`config.mk`:
```
export PLATFORM = sky130hd
export DESIGN_NAME = div_exec_unit
export DESIGN_NICKNAME = d
export VERILOG_FILES = /design/src/rtl/div_pkg.sv /design/src/rtl/div_step.sv /design/src/rtl/div_exec_unit.sv
export SDC_FILE = /design/constraint.sdc
export NUM_CORES = 1
export LEC_CHECK = 0
export CAP_MARGIN = 10
export CORE_MARGIN = 2
export CORE_UTILIZATION = 59
export DETAILED_ROUTE_END_ITERATION = 16
export PLACE_DENSITY = 0.8
export SLEW_MARGIN = 20
export SYNTH_ARGS = -nofsm -noshare
export SYNTH_HDL_FRONTEND = slang
export SYNTH_SLANG_ARGS = --single-unit
```
`constraint.sdc`:
```
create_clock -name clk -period 6.3 [get_ports clk]
set_input_delay 1.26 -clock clk [delete_from_list [all_inputs] [get_ports clk]]
set_output_delay 1.26 -clock clk [all_outputs]
set_load 0.03 [all_outputs]
```
`src/rtl/div_pkg.sv`:
```
// Shared types and constants for the iterative integer divide unit.
package div_pkg;

    localparam int XLEN  = 32;
    localparam int TAG_W = 6;

    typedef enum logic [1:0] {
        OP_DIV  = 2'd0,
        OP_DIVU = 2'd1,
        OP_REM  = 2'd2,
        OP_REMU = 2'd3
    } div_op_t;

    typedef enum logic [1:0] {
        S_IDLE     = 2'd0,
        S_CALC     = 2'd1,
        S_WAIT_CDB = 2'd2
    } div_state_t;

    function automatic logic is_signed_op(input div_op_t op);
        return (op == OP_DIV) || (op == OP_REM);
    endfunction

    function automatic logic [XLEN-1:0] magnitude(input logic [XLEN-1:0] v, input logic sgn);
        return (sgn && v[XLEN-1]) ? (~v + 1'b1) : v;
    endfunction

endpackage

```
`src/rtl/div_step.sv`:
```
// One radix-2 restoring division step: shift in a dividend bit, trial-subtract the divisor.
module div_step
    import div_pkg::*;
(
    input  logic [XLEN-1:0] rem_in,
    input  logic            dividend_bit,
    input  logic [XLEN-1:0] divisor,
    output logic [XLEN-1:0] rem_out,
    output logic            q_bit
);

    logic [XLEN:0] trial;
    logic [XLEN:0] diff;

    always_comb begin
        trial   = {rem_in, dividend_bit};
        diff    = trial - {1'b0, divisor};
        // rem_in < divisor keeps trial below 2*divisor, so the top bit is a clean borrow
        q_bit   = ~diff[XLEN];
        rem_out = q_bit ? diff[XLEN-1:0] : trial[XLEN-1:0];
    end

endmodule

```
`src/rtl/div_exec_unit.sv`:
```
// Iterative 32-cycle divide/remainder execution unit publishing results on the CDB.
// DIV_FAST_SPECIAL_EN: divide-by-zero and signed overflow skip CALC and publish next cycle.
//
// state      | meaning
// S_IDLE     | ready; accepts an issue when issue_valid is high
// S_CALC     | 32 restoring iterations on operand magnitudes
// S_WAIT_CDB | result held, cdb_req asserted until cdb_grant
module div_exec_unit
    import div_pkg::*;
(
    input  logic             clk,
    input  logic             rst,
    input  logic             issue_valid,
    input  logic [1:0]       issue_op,
    input  logic [XLEN-1:0]  issue_rs1_data,
    input  logic [XLEN-1:0]  issue_rs2_data,
    input  logic [TAG_W-1:0] issue_rd_tag,
    output logic             ex_done,
    output logic             busy,
    output logic             cdb_req,
    input  logic             cdb_grant,
    output logic [TAG_W-1:0] cdb_tag,
    output logic [XLEN-1:0]  cdb_data,
    output logic             cdb_data_valid
);

    div_state_t       state, state_nxt;
    logic [5:0]       cnt;
    logic [XLEN-1:0]  quo_q, rem_q, dvs_q, result_q;
    logic [TAG_W-1:0] tag_q;
    logic             is_rem_q, neg_quo_q, neg_rem_q;

    div_op_t          op_in;
    logic             sgn_in;
    logic [XLEN-1:0]  step_rem, quo_final, calc_result;
    logic             step_bit;

    assign op_in  = div_op_t'(issue_op);
    assign sgn_in = is_signed_op(op_in);

`ifdef DIV_FAST_SPECIAL_EN
    logic            div_zero, sgn_ovf, special;
    logic [XLEN-1:0] special_result;

    always_comb begin
        div_zero = (issue_rs2_data == '0);
        sgn_ovf  = sgn_in && (issue_rs1_data == {1'b1, {(XLEN-1){1'b0}}})
                          && (issue_rs2_data == '1);
        special  = div_zero || sgn_ovf;
        if (div_zero)
            special_result = issue_op[1] ? issue_rs1_data : '1;
        else
            special_result = issue_op[1] ? '0 : {1'b1, {(XLEN-1){1'b0}}};
    end
`endif

    div_step u_step (
        .rem_in       (rem_q),
        .dividend_bit (quo_q[XLEN-1]),
        .divisor      (dvs_q),
        .rem_out      (step_rem),
        .q_bit        (step_bit)
    );

    always_comb begin
        quo_final = {quo_q[XLEN-2:0], step_bit};
        if (is_rem_q)
            calc_result = neg_rem_q ? (~step_rem + 1'b1) : step_rem;
        else
            calc_result = neg_quo_q ? (~quo_final + 1'b1) : quo_final;
    end

    always_comb begin
        state_nxt = state;
        ex_done   = 1'b0;
        case (state)
            S_IDLE: begin
                if (issue_valid) begin
                    ex_done = 1'b1;
`ifdef DIV_FAST_SPECIAL_EN
                    state_nxt = special ? S_WAIT_CDB : S_CALC;
`else
                    state_nxt = S_CALC;
`endif
                end
            end
            S_CALC:     if (cnt == '0) state_nxt = S_WAIT_CDB;
            S_WAIT_CDB: if (cdb_grant) state_nxt = S_IDLE;
            default:    state_nxt = S_IDLE;
        endcase
        if (rst) begin
            state_nxt = S_IDLE;
            ex_done   = 1'b0;
        end
    end

    always_ff @(posedge clk) begin
        if (rst) begin
            state     <= S_IDLE;
            cnt       <= '0;
            quo_q     <= '0;
            rem_q     <= '0;
            dvs_q     <= '0;
            result_q  <= '0;
            tag_q     <= '0;
            is_rem_q  <= 1'b0;
            neg_quo_q <= 1'b0;
            neg_rem_q <= 1'b0;
        end else begin
            state <= state_nxt;
            if (state == S_IDLE && ex_done) begin
                quo_q     <= magnitude(issue_rs1_data, sgn_in);
                dvs_q     <= magnitude(issue_rs2_data, sgn_in);
                rem_q     <= '0;
                cnt       <= 6'(XLEN - 1);
                tag_q     <= issue_rd_tag;
                is_rem_q  <= issue_op[1];
                neg_quo_q <= sgn_in && (issue_rs1_data[XLEN-1] ^ issue_rs2_data[XLEN-1])
                                    && (issue_rs2_data != '0);
                neg_rem_q <= sgn_in && issue_rs1_data[XLEN-1];
`ifdef DIV_FAST_SPECIAL_EN
                if (special) result_q <= special_result;
`endif
            end else if (state == S_CALC) begin
                quo_q <= quo_final;
                rem_q <= step_rem;
                if (cnt == '0)
                    result_q <= calc_result;
                else
                    cnt <= cnt - 6'd1;
            end
        end
    end

    assign busy           = (state != S_IDLE);
    assign cdb_req        = (state == S_WAIT_CDB);
    assign cdb_tag        = cdb_req ? tag_q : '0;
    assign cdb_data       = cdb_req ? result_q : '0;
    assign cdb_data_valid = cdb_req && cdb_grant;

endmodule

```
==> results of run 1 <==
[cell families (layout without fill, tap and decap cells)]
group,after synthesis,in the layout
AOI/OAI and AO/OA,464,464
xor gates and xnor gates,132,132
adders and majority gates,38,38
buffers and inverters,159,220
DFF,145,145
muxes,34,34
and+or+nand+nor,572,572
[layout by cell type, fill, tap and decap left out, types with 45 or more instances in the layout]
cell type        Yosys  final
dfxtp_1            145    145
nand2_1            156    156
a211oi_1            66     66
nor2_1             181    181
xnor2_1             65     65
o21ai_0             67     67
xor2_1              67     67
a21oi_1            139    139
clkdlybuf4s50_1      0    116
inv_1               56     56
and2_1              46     45
[power breakdown]
| group | internal [mW] | switching [mW] | total [mW] |
|---|---|---|---|
| registers | 0.997 | 0.0957 | 1.09 |
| logic | 0.652 | 1.11 | 1.76 |
| clock network | 0.623 | 0.440 | 1.06 |
| total | 2.27 | 1.64 | 3.92 |
[stage by stage]
| stage | area, µm² | setup WS (ps) | std cells | hold WS (ps) | util [%] |
|---|---|---|---|---|---|
| finish | 13200 | 1320 | 1839 | 439 | 70.1 |
| global placement | 12500 | 1560 | 1807 | 421 | 66.8 |
| detailed placement | 12500 | 1450 | 1807 | 429 | 66.8 |
| CTS | 13100 | 1380 | 1839 | 438 | 70.0 |
| global route | 13200 | 967 | 1839 | 463 | 70.1 |
| floorplan | 11400 | 1680 | 1544 | 407 | - |
[sequential cells by signal, summed over array words and instances (netlist names)]
name       flops
cnt            6
dvs_q         32
is_rem_q       1
neg_quo_q      1
neg_rem_q      1
quo_q         32
rem_q         32
result_q      32
state          2
tag_q          6
[worst max-delay path, stage by stage, from the launching register on]
cell and delay (ps):
dfxtp_1 350, inv_1 70, ha_1 160, inv_1 60
fa_1 440, a211oi_4 310, o21bai_2 180, o211ai_2 300
a211oi_1 140, o211a_2 290, inv_2 500, ha_1 310
and2_1 170, nand2_1 130, nor2_1 160, nand3_1 130
o41ai_1 470, xor2_1 130, a221o_1 360, o31ai_1 240
[routing by layer]
layer	share of wire, %	GRT usage (%)
met5	0	0
met2	45	54.0
met3	7.5	5.87
met1	45	47.3
met4	2.7	11.5
[final timing paths]
| kind | from | to | slack (ps) |
|---|---|---|---|
| max | quo_q[31] | result_q[30] | 1320 |
| min | result_q[24] | result_q[24] | 440 |
| min reg2reg | result_q[24] | result_q[24] | 440 |
| max reg2reg | quo_q[31] | result_q[30] | 1320 |
[cell type report]
cell class                      instances  area, µm²
Fill cell                            1639       5620
Inverter                               58        218
Clock inverter                         12        146
Tap cell                              234        293
Timing Repair Buffer                  130       1270
Sequential cell                       145       2900
Clock buffer                           20        467
Multi-Input combinational cell       1240       7860
==> results.py, run 1 <==
metrics = {
    "status": {
        "status": "complete, no violations",
    },
    "timing": {
        "relSlewSlack_pct": 24.2,
        "fin_crit_ps": 4980,
        "final.period_utilization_pct": 79.0,
        "slew_violations": 0,
        "worstMarginPinSlew_ps": 1140,
        "setup_viol": 0,
        "tns_ps": 0,
        "hold_violations": 0,
        "rsz0062_at_grt": "no",
        "fin_skew_ps": 10.6,
        "fmax_mhz": 201,
    },
    "clock_tree": {
        "cts_setup_buffers": 0,
        "clock_latency_ps": 440,
        "cts_buffers": 17,
        "clockRootBuffer": "clkbuf_16",
        "clk_pin_slew_ps": 60,
        "clockBufferDepth": 2,
        "cts_tree": "yes",
        "cts_num_sinks": 145,
        "ctsHtreeMaxLevel": 4,
        "hold_buffers": 0,
        "cts.repair.resized": 0,
    },
    "power": {
        "peakVddDrop_mv": 0.175,
        "finalPower_mw": 3.92,
        "leakage_nw": 4.84,
        "p_per_area_nw_per_um2": 298,
    },
    "final_layout": {
        "diodes": 0,
        "drive_above_1_share_pct": 4.98,
        "nets": 1706,
        "syn2layout_area_growth_pct": 15.8,
    },
    "yosys": {
        "ys_seq_elements": 145,
        "synth_cell_type_count": 82,
        "ys.warnings.count": 0,
        "ys.flop_type": "dfxtp_1",
        "synth-edff-count": 0,
        "synth_top_family_by_area": "compound AO/OA/AOI/OAI gates",
        "synth_top_area_cell": "dfxtp_1",
        "async_flop_share_pct": 0,
        "synthTopCellsByArea": "dfxtp_1 26%, a21oi_1 6.1%, nor2_1 6.0%, xor2_1 5.2%, nand2_1 5.2%",
        "synth_fp_nets": 1658,
        "syn-mean-instance-area_um2": 7.36,
        "yosysTopAreaCellShare_pct": 25.6,
        "synth_compound_area_share_pct": 27.4,
        "postSynthCellCount": 1544,
        "synth-adder-area-share_pct": 4.25,
        "yosys-top-cells-count": "181 x nor2_1, 156 x nand2_1, 145 x dfxtp_1, 139 x a21oi_1, 78 x clkbuf_1",
        "synth.most_common_cell": "nor2_1",
        "muxShareOfSynthArea_pct": 3.15,
        "synthSimpleGateAreaFrac_pct": 24.0,
        "yosysSeqAreaShare_pct": 25.6,
        "synth-xor-area-share_pct": 10.2,
        "synth.cell_area_um2": 11400,
    },
    "drt": {
        "drc": 0,
        "viasPerCell": 6.35,
        "detail_route.iter0.violations": 1068,
        "vias": 11669,
        "wl_um": 34700,
        "ant_nets": 0,
        "wl_per_cell_um": 18.9,
        "dr.pass1.iters": 6,
    },
    "hold_path": {
        "hold_class": "flip-flop to flip-flop",
        "hold_depth": 2,
    },
    "floorplan": {
        "die_x_um": 143,
        "die_h_um": 143,
        "rows": 50,
        "die_area_um2": 20400,
        "initial_core_util_pct": 60.5,
        "io_pins": 118,
        "core_area_um2": 18800,
    },
    "worst_setup_path": {
        "cp-end-kind": "flip-flop",
        "crit_required_ps": 6650,
        "cp_data_arrival_time_ps": 5320,
        "reg2regPathDepth": 19,
        "critPathLaunchType": "flip-flop",
        "crit_type": "flip-flop to flip-flop",
        "path_max_fanout": 39,
    },
    "grt": {
        "grt_start_max_net_pins": 75,
        "grt.overflow.total": 0,
        "grt_antenna_before_repair": 0,
        "grt_pass1_vias": 10658,
        "track_usage_pct": 34.2,
        "grt_pass1_wl_um": 55100,
    },
    "placed_design": {
        "place_congestion": 0.907,
        "portBuffers": 117,
        "hpwl_um": 26000,
    },
    "flow_run": {
        "drv_cap": 0,
    },
}
Power figures use the tool's default switching activity.
==> run 2, diff against run 1 <==
==> constraint.sdc (replaced) <==
create_clock -name clk -period 5.1 [get_ports clk]
set_input_delay 1.02 -clock clk [delete_from_list [all_inputs] [get_ports clk]]
set_output_delay 1.02 -clock clk [all_outputs]
set_load 0.03 [all_outputs]
==> run 2 against run 1 <==
Clock-buffer cell count shrank 1. Clock skew shrank 0.64 ps. Cell area increased by 0.12%. Largest cell class unchanged. Largest power group unchanged. Highest routed layer unchanged.
==> results.py, run 2 (synthesized netlist as in run 1, its figures left out) <==
metrics = {
    "status": {
        "status": "complete, no violations",
    },
    "grt": {
        "grt_pass1_wl_um": 55700,
        "grt_start_max_net_pins": 84,
        "track_usage_pct": 34.0,
        "grt_antenna_before_repair": 0,
        "grt_pass1_vias": 10970,
        "grt.overflow.total": 0,
    },
    "power": {
        "peakVddDrop_mv": 0.281,
        "p_per_area_nw_per_um2": 368,
        "switchingPower_mw": 2.04,
        "p_sw_share_pct": 42.0,
        "leakage_nw": 4.85,
        "p_seq_share_pct": 27.9,
        "p_int_mw": 2.81,
        "finalPower_mw": 4.85,
        "pwr-share-comb_pct": 45.4,
        "p_clk_share_pct": 26.8,
    },
    "worst_setup_path": {
        "crit_required_ps": 5440,
        "slowest_delay_ps": 520,
        "path_max_fanout": 15,
        "crit_chain": "inv_1 -> ha_1 -> a21oi_1 -> nand2_1 -> a221o_1 -> or4_1 -> o211a_2 -> inv_2 -> ha_1 -> and2_1 -> nand2_1 -> nor2_1 -> nand3_1 -> o41ai_1 -> xor2_1 -> a221o_1 -> o31ai_1",
        "reg2reg_slack_ps": 490,
        "r2r_end": "result_q[30]",
        "cp_data_arrival_time_ps": 4960,
        "r2r-start": "dvs_q[30]",
        "crit_buf_inv": 2,
        "crit_family": "compound AO/OA/AOI/OAI gates",
        "reg2regPathDepth": 17,
        "crit_type": "flip-flop to flip-flop",
        "critPathLaunchType": "flip-flop",
        "slowest_stage": "or4_1",
        "cp-end-kind": "flip-flop",
    },
    "clock_tree": {
        "clock_latency_ps": 430,
        "clockBufferDepth": 2,
        "cts_setup_buffers": 0,
        "cts_buffers": 17,
        "clk_pin_slew_ps": 60,
        "cts.repair.resized": 0,
        "cts_tree": "yes",
        "ctsHtreeMaxLevel": 4,
        "cts_num_sinks": 145,
        "hold_buffers": 0,
        "clockRootBuffer": "clkbuf_16",
    },
    "timing": {
        "setup_viol": 0,
        "slew_violations": 0,
        "setup_ws_ps": 486,
        "worstMarginPinSlew_ps": 1050,
        "fin_skew_ps": 10.0,
        "final.period_utilization_pct": 90.5,
        "fin_crit_ps": 4610,
        "hold_violations": 0,
        "tns_ps": 0,
        "rsz0062_at_grt": "no",
        "whs_ps": 433,
        "fmax_mhz": 217,
        "relSlewSlack_pct": 29.8,
    },
    "drt": {
        "wl_per_cell_um": 18.7,
        "ant_nets": 0,
        "drc": 0,
        "dr.pass1.iters": 6,
        "wl_um": 34500,
        "viasPerCell": 6.40,
        "detail_route.iter0.violations": 1106,
        "vias": 11784,
    },
    "hold_path": {
        "hold_start": "result_q[24]",
        "min_to": "result_q[24]",
        "hold_depth": 2,
        "hold_class": "flip-flop to flip-flop",
    },
    "final_layout": {
        "syn2layout_area_growth_pct": 15.9,
        "stdcell_count": 1842,
        "final_common_cell": "nor2_1",
        "drive_above_1_share_pct": 5.22,
        "mostFrequentLayoutCells": "181 x nor2_1, 156 x nand2_1, 145 x dfxtp_1",
        "diodes": 0,
        "nets": 1709,
    },
    "floorplan": {
        "initial_core_util_pct": 60.5,
        "rows": 50,
        "io_pins": 118,
        "core_area_um2": 18800,
        "die_area_um2": 20400,
        "die_x_um": 143,
        "die_h_um": 143,
    },
    "placed_design": {
        "post-place-ws_ps": 616,
        "place_inst": 1810,
        "portBuffers": 117,
        "place_congestion": 0.986,
        "hpwl_um": 25900,
    },
    "flow_run": {
        "drv_cap": 0,
    },
}
[run 2: cell types whose count changed in the layout (fill, tap and decap cells not counted), sizes merged]
cell,before,now
clkinv,6,5
clkinvlp,1,3
buf,14,17
clkbuf,20,19
[run 2: how the worst max path moves through the flow]
stage | from | endpoint | slack [ps] | depth (start not counted)
finish | dvs_q[30] | result_q[30] | 490 | 17
floorplan | dvs_q[25] | result_q[30] | 480 | 21
CTS | dvs_q[30] | result_q[30] | 580 | 17
global route | dvs_q[17] | result_q[30] | 130 | 17
detailed placement | dvs_q[30] | result_q[30] | 620 | 17
global placement | dvs_q[30] | result_q[30] | 660 | 17
[run 2: cell type report]
cell class,instances,area [µm²]
Multi-Input combinational cell,1240,7860
Fill cell,1616,5600
Sequential cell,145,2900
Timing Repair Buffer,133,1290
Clock buffer,19,453
Tap cell,234,293
Inverter,58,218
Clock inverter,13,151
[run 2: worst register-to-register path, delay by kind of cell, from the launching register on]
| kind | cells | cell delay [ps] |
|---|---|---|
| AOI/OAI and AO/OA | 6 | 1880 |
| xor gates and xnor gates | 1 | 140 |
| adders and majority gates | 2 | 620 |
| buffers and inverters | 2 | 310 |
| DFF | 1 | 430 |
| and+or+nand+nor | 6 | 1160 |
[run 2: per-stage QoR]
step | area, µm² | utilization, %
CTS | 13200 | 70.1
global placement | 12600 | 66.9
detailed placement | 12600 | 66.9
finish | 13200 | 70.2
floorplan | 11400 | -
global route | 13200 | 70.2
[run 2: layer usage]
metal / routed length (µm) / part of all wire (%) / GRT usage (%)
met4: 1030 / 3.0 / 11.9
met3: 2790 / 8.1 / 6.00
met5: 0 / 0 / 0
met2: 15500 / 45 / 53.6
met1: 15200 / 44 / 47.0
[run 2: power by group through the flow]
stage	combinational, mW	sequential, mW	clock (mW)
after floorplan	1.62	1.32	0
after global placement	2.11	1.37	0
after detailed placement	2.14	1.37	0
after CTS	2.16	1.34	1.30
after global routing	2.41	1.36	1.35
final	2.20	1.35	1.30
